<file path="config.mk">
export PLATFORM = sky130hd
export DESIGN_NAME = alarm_countdown_timer
export DESIGN_NICKNAME = d
export VERILOG_FILES = /design/src/rtl/alarm_countdown_timer.sv
export SDC_FILE = /design/constraint.sdc
export NUM_CORES = 1
export LEC_CHECK = 0
export BUFFER_PORTS_ARGS = -buffer_cell sky130_fd_sc_hd__buf_2
export CORE_ASPECT_RATIO = 2
export CORE_UTILIZATION = 36
export CTS_CLUSTER_SIZE = 8
export DETAILED_ROUTE_END_ITERATION = 10
export HOLD_SLACK_MARGIN = 0.1
export REMOVE_ABC_BUFFERS = 1
export SLEW_MARGIN = 15
export SYNTH_ARGS = -nofsm -noshare
export SYNTH_HDL_FRONTEND = slang
export SYNTH_SLANG_ARGS = --single-unit
</file>
<file path="constraint.sdc">
create_clock -name clock -period 2.6 [get_ports clock]
set_clock_uncertainty 0.05 [all_clocks]
set_input_delay 0.39 -clock clock [delete_from_list [all_inputs] [get_ports clock]]
set_output_delay 0.39 -clock clock [all_outputs]
set_load 0.05 [all_outputs]
</file>
<file path="src/rtl/alarm_countdown_timer.sv">
// Purpose: programmable seconds countdown for the alarm FSM, plus the 1 Hz tick and 0.5 Hz tone.
// Latency: start sampled in cycle N -> LOAD in N+1; expiry pulse in N+value*CLK_FREQ_HZ+1 (N+2 if value=0).
// Backpressure: none; start_timer is a request that always wins and restarts the countdown.
module alarm_countdown_timer #(
    parameter int CLK_FREQ_HZ = 100_000_000
) (
    input  logic       clock,
    input  logic       reset,
    input  logic       start_timer,
    input  logic [3:0] value,
    output logic       expired,
    output logic       one_hz_enable,
    output logic       half_hz_enable,
    output logic [3:0] value_display,
    output logic [1:0] timer_state
);

    // Prescaler only needs to hold 0..CLK_FREQ_HZ-1.
    localparam int            PRE_W  = (CLK_FREQ_HZ > 2) ? $clog2(CLK_FREQ_HZ) : 1;
    localparam logic [PRE_W-1:0] PRE_TC = PRE_W'(CLK_FREQ_HZ - 1);
    localparam logic [PRE_W-1:0] PRE_ONE = PRE_W'(1);

    // Encodings double as the display digit for the state.
    typedef enum logic [1:0] {
        ST_IDLE    = 2'd0,
        ST_LOAD    = 2'd1,
        ST_COUNT   = 2'd2,
        ST_EXPIRED = 2'd3
    } state_t;

    logic [PRE_W-1:0] prescaler;
    logic             tick;
    logic             half_q;
    state_t           state;
    state_t           state_nxt;
    logic [3:0]       remaining;
    logic [3:0]       remaining_nxt;
    logic             remaining_le1;

    // Terminal count of the prescaler marks the one-second boundary.
    assign tick          = (prescaler == PRE_TC);
    assign remaining_le1 = (remaining <= 4'd1);

    // Free-running second prescaler; a start realigns it so the first tick is a full second away.
    always_ff @(posedge clock or posedge reset) begin
        if (reset) begin
            prescaler <= '0;
        end else if (start_timer || tick) begin
            prescaler <= '0;
        end else begin
            prescaler <= prescaler + PRE_ONE;
        end
    end

    // Tone square wave flips on every second boundary; starting the timer leaves its phase alone.
    always_ff @(posedge clock or posedge reset) begin
        if (reset) begin
            half_q <= 1'b0;
        end else if (tick) begin
            half_q <= ~half_q;
        end
    end

    // State and remaining-seconds registers.
    always_ff @(posedge clock or posedge reset) begin
        if (reset) begin
            state     <= ST_IDLE;
            remaining <= 4'd0;
        end else begin
            state     <= state_nxt;
            remaining <= remaining_nxt;
        end
    end

    // Next-state logic; a start request overrides whatever the current state decided.
    always_comb begin
        state_nxt     = state;
        remaining_nxt = remaining;
        case (state)
            ST_IDLE: begin
                state_nxt = ST_IDLE;
            end
            ST_LOAD: begin
                state_nxt = (remaining == 4'd0) ? ST_EXPIRED : ST_COUNT;
            end
            ST_COUNT: begin
                if (tick) begin
                    // Saturate at zero so a stray zero count can never wrap to 15.
                    if (remaining_le1) begin
                        remaining_nxt = 4'd0;
                        state_nxt     = ST_EXPIRED;
                    end else begin
                        remaining_nxt = remaining - 4'd1;
                    end
                end
            end
            ST_EXPIRED: begin
                state_nxt = ST_IDLE;
            end
            default: begin
                state_nxt     = ST_IDLE;
                remaining_nxt = 4'd0;
            end
        endcase
        if (start_timer) begin
            state_nxt     = ST_LOAD;
            remaining_nxt = value;
        end
    end

    // Outputs are all state-decoded or registered, so reset clears them immediately.
    always_comb begin
        expired        = (state == ST_EXPIRED);
        one_hz_enable  = tick;
        half_hz_enable = half_q;
        value_display  = remaining;
        timer_state    = state;
    end

endmodule

</file>
=== Word-level counts from Yosys, hierarchy flattened ===
Index checks and enable logic that the tools add are counted.
Widths: inputs -> output; s select.

* Register bits: 34
* Input bits: 7
* Output and inout port bits: 9
* Logic and storage cells: 32

* Add/subtract/negate cells: 2
* $lt $le $gt $ge: 1
* Equal/unequal tests: 6
* Multiplexer cells: 10
* Bitwise logic cells: 1
* Reduce and logical (&&, ||, !) cells: 8

{| class="wikitable"
|+ Operator list
! operator !! count
|-
| $add 27x1->27 const B || 1
|-
| $eq 27x27->1 const B || 1
|-
| $mux 27 || 1
|-
| $mux 4 || 4
|-
| $mux 2 || 3
|-
| $ne 3x3->1 const B || 2
|-
| $pmux 2 s3 || 1
|-
| $eq 2x2->1 const B || 2
|-
| $le 4x1->1 const B || 1
|-
| $logic_not 4->1 || 1
|-
| $reduce_and 2->1 || 2
|-
| $reduce_bool 2->1 || 2
|-
| $sub 4x1->4 const B || 1
|-
| $eq 2x1->1 const B || 1
|-
| $logic_not 2->1 || 1
|-
| $reduce_or 2->1 || 1
|-
| $logic_or 1x1->1 || 1
|-
| $mux 1 || 1
|-
| $not 1->1 || 1
|}

=== Depth between registers and ports, before layout ===
Gate-level depths: netlist (run 1).

* Depth in word-level cells: 5
* Depth in mapped cells: 7
* Gate-level depth less buffers: 7

=== Worst setup path before layout (run 1) ===
Ideal clock, no wire load.

* Path kind: register to output
* From: register prescaler[17]
* To: output one_hz_enable
* Arrival: 2.991 ns
* Required time: 2.160 ns
* Slack: -0.831 ns
* Cell stages (with the launch flop): 4
* Path buffers: 0
* Path through: dfrtp_1 > or4_1 > or4_1 > nor4_1

* Cells in the longest elaborated chain, start to end: 1

{| class="wikitable"
|+ Ends and longest elaborated chain
! what !! line !! RTL
|-
| start: declaration || 31 || <nowiki>logic [PRE_W-1:0] prescaler;</nowiki>
|-
| start signal: assignment || 51 || <nowiki>prescaler <= prescaler + PRE_ONE;</nowiki>
|-
| $eq 27x27->1 || 41 || <nowiki>assign tick = (prescaler == PRE_TC);</nowiki>
|-
| end: declaration || 12 || <nowiki>output logic one_hz_enable,</nowiki>
|}

Every way passes these cells.

=== Final worst setup path (run 1) ===
Same ends and word-level chain as after synthesis.

==> flow_summary.json, run 1 <==
{
  "relSlewSlack": 0.589,
  "yosys_register_bits": 34,
  "synth_area_um2": 1920,
  "fin_ws_ns": 0.0676,
  "drt_iter0_drc": 23,
  "max_freq_mhz": 395,
  "die_area_um2": 5640,
  "synth-compound-area-share": 0.0783,
  "maxCapViolCount": 0,
  "grt_use_met3": 0.0262,
  "clock_latency_ns": 0.29,
  "synth_top_family_by_area": "simple AND/OR/NAND/NOR gates",
  "netlist_instances": 199,
  "grt-busiest-layer": "met2",
  "path_class": "flop to output pin",
  "avgRoutedWirePerCell_um": 15.3,
  "dpl.hpwl_mm": 3.39,
  "dp.cells": 278,
  "layoutNonFillerInstCount": 288,
  "coreArea_um2": 5140,
  "clock-root-buffer": "clkbuf_8",
  "hold_ws_ns": 0.132,
  "met2_usage": 0.359,
  "grt_max_degree": 35,
  "track_usage": 0.181,
  "hold_buffers": 0,
  "grt_overflow": 0,
  "io_buffers": 15,
  "pin_count": 16,
  "ys_types": 40,
  "cp_cell_sequence": "or4_1 > or4_4 > nor4_4 > buf_6",
  "dr.pass1.iters": 4,
  "path_buf_inv": 1,
  "setup_viol": 0,
  "drive_gt1_frac": 0.200,
  "seq_area_frac_synth": 0.444,
  "grt_pass1_wl_mm": 7.29,
  "cp_top_family": "simple AND/OR/NAND/NOR gates",
  "critPathRequiredTime_ns": 2.16,
  "diodes": 0,
  "total_power_w": 0.00122,
  "row_count": 37,
  "synth_area_leaders": "dfrtp_1 44%, xnor2_1 6.9%, nor2_1 5.9%",
  "outcome": "finished, final reports clean",
  "cts.sinks": 34,
  "cpMaxStageDelayCell": "or4_1",
  "path_max_fanout": 2,
  "fin_nets": 243,
  "drv_slew": 0,
  "viasPerCell": 5.43,
  "cts_tree": "done",
  "synthAdderAreaFrac": 0.0457,
  "synth.area.mux_share": 0.0104,
  "synth_top_cell_by_area": "dfrtp_1",
  "slowest_delay_ns": 0.52,
  "worstMarginPinSlew_ns": 0.610,
  "numCtsBuffers": 5,
  "synth-xor-area-share": 0.105,
  "cts_max_level": 2,
  "clk_path_buf_depth": 2,
  "grt_pass1_vias": 1659,
  "globalplace.congestion": 0.838,
  "final_common_cell": "dfrtp_1",
  "vdd_drop_max_mv": 0.295,
  "endpoint_kind": "output pin",
  "synth.avg_cell_area_um2": 9.63,
  "mostFrequentLayoutCells": "34 x dfrtp_1, 30 x nor2_1, 16 x nand3_1, 15 x xnor2_1, 14 x buf_2",
  "ys.warnings.count": 0,
  "start_util": 0.373,
  "place_ws_ns": 0.0735,
  "antenna_left": 0,
  "final_hold_viol_count": 0,
  "die_w_um": 53.6,
  "syn_to_final_growth_pct": 17.2,
  "synth_top_area_share": 0.444,
  "worst_ep_arrival_time_ns": 2.09,
  "rsz0062_at_grt": "false",
  "critPathLaunchType": "flop",
  "antenna_found_initial": 0,
  "die_y_um": 105,
  "synth_simple_gate_area_share": 0.282,
  "powerDensity_nw_per_um2": 543,
  "wirelength_mm": 4.41,
  "min_path_type": "primary input to asynchronous set/reset pin",
  "drc": 0,
  "post-route-min-period_ns": 2.53,
  "p_leak_nw": 0.977,
  "period_share": 0.974,
  "vias": 1563,
  "final_util": 0.437,
  "use_met1": 0.155,
  "clkTransAtPathRegs_ns": 0.07
}
-- registers in the layout (all words and copies together), names as in the netlist --
register,count
half_hz_enable,1
prescaler,27
timer_state,2
value_display,4
-- power by group --
group	internal [W]	switching [W]	leakage [nW]
Combinational	0.0000671	0.000167	0.468
Clock	0.000214	0.000192	0.0482
Sequential	0.000551	0.0000289	0.461
-- per-layer routing --
metal / up-vias / routed length [µm]
met4: 0 / 120
li1: 760 / -
met2: 20 / 2700
met3: 8 / 71
met5: - / 0
met1: 775 / 1520
-- kinds of logic after synthesis --
logic type	count (synthesis)
adder cells (fa/ha/maj)	7
AO/OA/AOI/OAI	21
XOR/XNOR	23
AND/OR/NAND/NOR	97
flip-flops	34
multiplexers	2
buffers and inverters	15
-- synthesized netlist by cell type --
library cell and instances:
o31ai_4 1, o32a_1 1, nand4_1 5, or4_1 3, nand2_1 13, o32ai_1 1
or3_1 4, o31a_1 1, nor4_1 7, nor3_1 4, ha_1 7, and2_1 1
a21oi_1 5, and4_1 1, inv_1 11, dfrtp_1 34, nor4_4 2, a21boi_0 1
or2b_2 1, nor2_1 30, mux2i_1 2, o211ai_1 2, or4b_1 2, or2_2 2
or3_4 1, and4b_1 1, or4_4 1, nand3_1 16, and3_1 1, clkbuf_1 1
xnor2_1 15, and3b_1 1, buf_2 2, o21ai_0 6, o2111ai_1 1, xor2_1 8
and4_2 1, buf_6 1, o22ai_1 1, a21o_2 1
-- worst paths after layout --
path / start / cells past startpoint / endpoint / slack [ns]
min in group clock: value[1] / 3 / value_display[1] / 0.29
worst max register to register: prescaler[17] / 6 / value_display[3] / 0.08
worst max-delay path: prescaler[17] / 4 / one_hz_enable / 0.07
worst min register to register: half_hz_enable / 1 / half_hz_enable / 0.43
worst min-delay path: reset / 3 / prescaler[9] / 0.13
max in group asynchronous: reset / 3 / prescaler[12] / 2.05
-- timing repair --
action,CTS,global route
resized for setup,5,0
hold endpoints to repair,0,0
setup endpoints to repair,1,1
pin swaps,1,3
buffers inserted,1,1
gates cloned,0,0
-- per-stage QoR --
| step | setup TNS [ns] | area [µm²] |
|---|---|---|
| global placement | 0 | 2110 |
| global route | 0 | 2250 |
| finish | 0 | 2250 |
| CTS | 0 | 2240 |
| floorplan | -0.831 | 1890 |
| detailed placement | 0 | 2110 |
-- worst register-to-register path: stages (launching register included) --
cell and delay [ns]:
dfrtp_1 0.40, buf_4 0.15, or4b_1 0.51, or4_4 0.55, or3_4 0.43, nor4_4 0.15
mux2i_1 0.20
-- area by class of cell --
type	count	area, µm²
tap	58	72.6
timing repair buffer	27	171
clock buffer	7	86.3
sequential	34	851
inverter	11	41.3
fill	531	2890
multi-input combinational	150	1020
clock inverter	1	5.00
Note: power is estimated with default switching activity, not from simulation.
==> run 2: changes to the inputs <==
--- a/config.mk
+++ b/config.mk
@@ -7,10 +7,11 @@
 export LEC_CHECK = 0
 export BUFFER_PORTS_ARGS = -buffer_cell sky130_fd_sc_hd__buf_2
 export CORE_ASPECT_RATIO = 2
-export CORE_UTILIZATION = 36
+export CORE_UTILIZATION = 55
 export CTS_CLUSTER_SIZE = 8
 export DETAILED_ROUTE_END_ITERATION = 10
 export HOLD_SLACK_MARGIN = 0.1
+export PLACE_DENSITY = 0.74
 export REMOVE_ABC_BUFFERS = 1
 export SLEW_MARGIN = 15
 export SYNTH_ARGS = -nofsm -noshare
==> constraint.sdc (replaced) <==
create_clock -name clock -period 2.6 [get_ports clock]
set_clock_uncertainty 0.05 [all_clocks]
set_input_delay 0.13 -clock clock [delete_from_list [all_inputs] [get_ports clock]]
set_output_delay 0.13 -clock clock [all_outputs]
set_load 0.05 [all_outputs]
==> run 2 against run 1 <==
  * The flow now finishes with violations (design-rule violations)
  * Cell count decreased by 10%
  * Combinational power grew 2%
  * Core utilization increased by 21 points
  * Clock power down 12%
  * Via count grew 1.0%
  * Non-clock buffer count is 3 lower
  * Cell area decreased by 3.5%
  * Sequential share of layout area up 1.4 points
  * Die area decreased by 34%
  * Largest cell class unchanged
  * Largest power group unchanged
==> flow_summary.json, run 2 (same netlist as run 1, synthesis figures left out) <==
{
  "outcome": "finished with violations",
  "violations": "design-rule violations",
  "mostFrequentLayoutCells": "34 x dfrtp_1, 30 x nor2_1, 16 x nand3_1, 15 x xnor2_1, 14 x buf_2",
  "drive_gt1_frac": 0.164,
  "die_w_um": 43.7,
  "path_buf_inv": 1,
  "p_leak_nw": 0.928,
  "worst_ep_arrival_time_ns": 2.29,
  "r2r_end": "timer_state[0]",
  "rr_worst_depth": 5,
  "drc": 2,
  "critPathLaunchType": "flop",
  "final_hold_viol_count": 0,
  "cts_max_level": 2,
  "endpoint_kind": "output pin",
  "rsz0062_at_grt": "false",
  "diodes": 0,
  "cp_cell_sequence": "or4_1 > or4_1 > nor4_2 > buf_4",
  "post-route-min-period_ns": 2.47,
  "grt_overflow": 0,
  "viasPerCell": 6.12,
  "row_count": 30,
  "die_area_um2": 3740,
  "powerDensity_nw_per_um2": 543,
  "total_power_w": 0.00118,
  "grt_pass1_wl_mm": 7.35,
  "grt_max_degree": 35,
  "cts_tree": "done",
  "drt_iter0_drc": 43,
  "numCtsBuffers": 5,
  "largest_reg_flops": 27,
  "globalplace.congestion": 0.935,
  "min_path_type": "primary input to flop",
  "crit_path_end": "one_hz_enable",
  "dr.pass1.iters": 7,
  "slowest_delay_ns": 0.56,
  "track_usage": 0.268,
  "die_y_um": 85.5,
  "io_buffers": 15,
  "final_common_cell": "dfrtp_1",
  "grt_pass1_vias": 1639,
  "syn_to_final_growth_pct": 13.1,
  "worstMarginPinSlew_ns": 0.555,
  "clock_latency_ns": 0.29,
  "vias": 1579,
  "coreArea_um2": 3340,
  "path_depth": 4,
  "timing.rr.start": "prescaler[17]",
  "drv_slew": 0,
  "vdd_drop_max_mv": 0.519,
  "period_share": 0.949,
  "cpMaxStageDelayCell": "or4_1",
  "reg2reg_slack_ns": 0.17,
  "num-fill-cells": 291,
  "cp_common_cell": "or4_1",
  "antenna_found_initial": 0,
  "cts.sinks": 34,
  "pin_count": 16,
  "path_class": "flop to output pin",
  "max_freq_mhz": 405,
  "fin_nets": 240,
  "clk_path_buf_depth": 2,
  "wirelength_mm": 4.33,
  "crit_path_start": "prescaler[17]",
  "tns_ns": 0,
  "clock-root-buffer": "clkbuf_8",
  "path_max_fanout": 4,
  "antenna_left": 0,
  "cp_top_family": "simple AND/OR/NAND/NOR gates",
  "clkTransAtPathRegs_ns": 0.07,
  "maxCapViolCount": 0,
  "setup_viol": 0,
  "dpl.hpwl_mm": 3.24,
  "start_util": 0.574,
  "relSlewSlack": 0.626,
  "avgRoutedWirePerCell_um": 16.8,
  "top_register": "prescaler",
  "critPathRequiredTime_ns": 2.42
}
[run 2: repair_timing]
item                       in CTS  in global routing
gates resized for setup         0                  3
setup endpoints to repair       0                  1
hold endpoints to repair       36                  0
hold buffers                    3                  0
buffers inserted                0                  0
[run 2: area by class of cell]
cell class              count  area [µm²]  share of cell area
inverters                  11        41.3              0.0191
clock buffers               7        76.3              0.0352
repair buffers             24         153              0.0704
flip-flops and latches     34         851               0.393
multi-input cells         150        1010               0.464
well taps                  32        40.0              0.0185
[run 2: how the worst min path moves through the flow]
| stage | start | endpoint | slack [ns] | depth (start not counted) |
|---|---|---|---|---|
| after floorplan | start_timer | prescaler[2] | 0.15 | 1 |
| after global placement | reset | prescaler[26] | 0.18 | 3 |
| after detailed placement | reset | prescaler[25] | 0.21 | 3 |
| after CTS | start_timer | prescaler[6] | 0.11 | 2 |
| after global routing | value[3] | value_display[3] | 0.13 | 3 |
| final | value[3] | value_display[3] | 0.11 | 3 |
[run 2: worst register-to-register path, stage by stage (launching register included)]
cell and delay, ns:
dfrtp_1 0.41, or4_1 0.51, or4_1 0.56, nor4_4 0.36, a21oi_1 0.13, o32a_1 0.31
[run 2: report_power, final]
part           total [W]  internal (W)  switching [W]
clock network   0.000359      0.000184       0.000175
registers       0.000579      0.000551      0.0000281
logic           0.000239     0.0000695       0.000170
[run 2: through the flow]
| stage | instances | utilization | cell area [µm²] | setup WS [ns] | hold WS [ns] |
|---|---|---|---|---|---|
| floorplan | 195 | - | 1890 | -0.571 | 0.146 |
| CTS | 258 | 0.646 | 2160 | 0.0477 | 0.115 |
| global placement | 248 | 0.614 | 2050 | 0.224 | 0.181 |
| detailed placement | 248 | 0.614 | 2050 | 0.169 | 0.206 |
| finish | 258 | 0.649 | 2170 | 0.132 | 0.107 |
| global route | 258 | 0.649 | 2170 | 0.0366 | 0.132 |
[run 2: routing by layer]
metal / global-route usage / share of wire / vias to the layer above
met5: 0 / 0 / -
met4: 0.168 / 0.046 / 0
met3: 0.0442 / 0.035 / 17
met2: 0.478 / 0.56 / 47
met1: 0.276 / 0.36 / 761
li1: - / - / 754
==> run 3: changes to the inputs <==
--- a/config.mk
+++ b/config.mk
@@ -10,6 +10,7 @@
 export CORE_UTILIZATION = 55
 export CTS_CLUSTER_SIZE = 8
 export DETAILED_ROUTE_END_ITERATION = 10
+export GPL_ROUTABILITY_DRIVEN = 1
 export HOLD_SLACK_MARGIN = 0.1
 export PLACE_DENSITY = 0.74
 export REMOVE_ABC_BUFFERS = 1
==> constraint.sdc (replaced) <==
create_clock -name clock -period 2.6 [get_ports clock]
set_clock_uncertainty 0.05 [all_clocks]
set_input_delay 0 -clock clock [delete_from_list [all_inputs] [get_ports clock]]
set_output_delay 0 -clock clock [all_outputs]
set_load 0.05 [all_outputs]
==> run 3 against run 2 <==
  * The flow still finishes with violations (design-rule violations)
  * Register-to-register slack about the same
  * Flip-flop and latch count unchanged
  * Sequential power about the same
  * Sequential share of layout area decreased by 0.73 points
  * Clock-buffer cell count unchanged
  * Worst hold slack improved by 0.18 ns
  * Routed wire length increased by 1.9%
  * Maximum frequency decreased by 1.0%
  * Critical path type unchanged
==> flow_summary.json, run 3 (same netlist as run 1, synthesis figures left out) <==
{
  "crit_path_end": "one_hz_enable",
  "total_power_w": 0.00118,
  "grt_pass1_wl_mm": 7.57,
  "reg2reg_slack_ns": 0.16,
  "fin_ws_ns": 0.107,
  "grt_pass1_vias": 1702,
  "relSlewSlack": 0.657,
  "die_y_um": 85.5,
  "drt_iter0_drc": 52,
  "top_register": "prescaler",
  "p_leak_nw": 0.947,
  "numCtsBuffers": 5,
  "fin_nets": 245,
  "row_count": 30,
  "rr_worst_depth": 5,
  "syn_to_final_growth_pct": 15.2,
  "timing.rr.start": "prescaler[19]",
  "cpMaxStageDelayCell": "or4_1",
  "clock-root-buffer": "clkbuf_8",
  "outcome": "finished with violations",
  "vdd_drop_max_mv": 0.518,
  "largest_reg_flops": 27,
  "die_area_um2": 3740,
  "antenna_found_initial": 0,
  "drv_slew": 0,
  "powerDensity_nw_per_um2": 536,
  "crit_path_start": "prescaler[17]",
  "clkTransAtPathRegs_ns": 0.07,
  "min_path_type": "primary input to asynchronous set/reset pin",
  "clk_path_buf_depth": 2,
  "period_share": 0.959,
  "final_hold_viol_count": 0,
  "grt_overflow": 0,
  "coreArea_um2": 3340,
  "cts_tree": "done",
  "final_area_um2": 2210,
  "pin_count": 16,
  "cp_top_family": "simple AND/OR/NAND/NOR gates",
  "setup_viol": 0,
  "path_buf_inv": 1,
  "antenna_left": 0,
  "endpoint_kind": "output pin",
  "path_max_fanout": 4,
  "worstMarginPinSlew_ns": 0.509,
  "drive_gt1_frac": 0.156,
  "clock_latency_ns": 0.29,
  "vias": 1644,
  "die_w_um": 43.7,
  "maxCapViolCount": 0,
  "post-route-min-period_ns": 2.49,
  "start_util": 0.574,
  "path_depth": 4,
  "final_common_cell": "dfrtp_1",
  "cts.sinks": 34,
  "violations": "design-rule violations",
  "critPathRequiredTime_ns": 2.55,
  "globalplace.congestion": 0.935,
  "hold_ws_ns": 0.290,
  "track_usage": 0.277,
  "cp_common_cell": "or4_1",
  "grt_max_degree": 35,
  "dpl.hpwl_mm": 3.24,
  "cts_max_level": 2,
  "mostFrequentLayoutCells": "34 x dfrtp_1, 30 x nor2_1, 16 x nand3_1, 15 x xnor2_1, 15 x buf_2",
  "critPathLaunchType": "flop",
  "io_buffers": 15,
  "wirelength_mm": 4.42,
  "slowest_delay_ns": 0.54,
  "place_ws_ns": 0.169,
  "drc": 4,
  "viasPerCell": 6.25,
  "place_area_um2": 2050,
  "rsz0062_at_grt": "false",
  "path_class": "flop to output pin",
  "dr.pass1.iters": 7,
  "diodes": 0,
  "worst_ep_arrival_time_ns": 2.44,
  "r2r_end": "value_display[3]",
  "avgRoutedWirePerCell_um": 16.8,
  "max_freq_mhz": 401,
  "cp_cell_sequence": "or4_1 > or4_1 > nor4_1 > buf_2"
}
run 3: cell types whose count changed in the layout (fill, tap and decap cells not counted), sizes merged:
cell / previous run / this run
dlygate4sd3: 3 / 8
run 3: area by class of cell:
| type | instances | area [µm²] |
|---|---|---|
| tap | 32 | 40.0 |
| inverter | 11 | 41.3 |
| fill | 282 | 1130 |
| clock buffer | 7 | 76.3 |
| timing repair buffer | 29 | 200 |
| multi-input combinational | 150 | 1000 |
| sequential | 34 | 851 |
run 3: worst min-delay path by stage:
stage,startpoint,endpoint,cells after the start
finish,reset,prescaler[25],4
global route,reset,prescaler[25],4
CTS,reset,prescaler[25],4
detailed placement,reset,prescaler[25],3
global placement,reset,prescaler[26],3
floorplan,start_timer,prescaler[2],1
run 3: through the flow:
step | std cells | utilization | TNS [ns]
4_1_cts | 263 | 0.661 | 0
3_3_place_gp | 248 | 0.614 | 0
2_1_floorplan | 195 | - | -0.441
6_report | 263 | 0.661 | 0
3_5_place_dp | 248 | 0.614 | 0
5_1_grt | 263 | 0.661 | 0
run 3: what timing repair did:
action,in CTS,in global routing
resized for setup,0,0
hold buffers,8,0
endpoints found under the hold margin,41,0
setup buffers,0,0
run 3: where the power goes:
part | total [W] | internal, W | switching (W) | leakage [nW]
Sequential | 0.000579 | 0.000551 | 0.0000281 | 0.461
Clock | 0.000358 | 0.000184 | 0.000174 | 0.0383
Combinational | 0.000245 | 0.0000743 | 0.000171 | 0.447
run 3: layer usage:
metal  share of wire  global-route usage  up-vias
met3           0.038              0.0463       20
met1            0.34               0.279      802
met5               0                   0        -
li1                -                   -      766
met4           0.051               0.179        0
met2            0.57               0.494       56
run 3: tightest hold or removal path, stage by stage:
cell and delay [ns]:
dlygate4sd3_1 0.53, buf_2 0.11, inv_1 0.04, buf_4 0.37
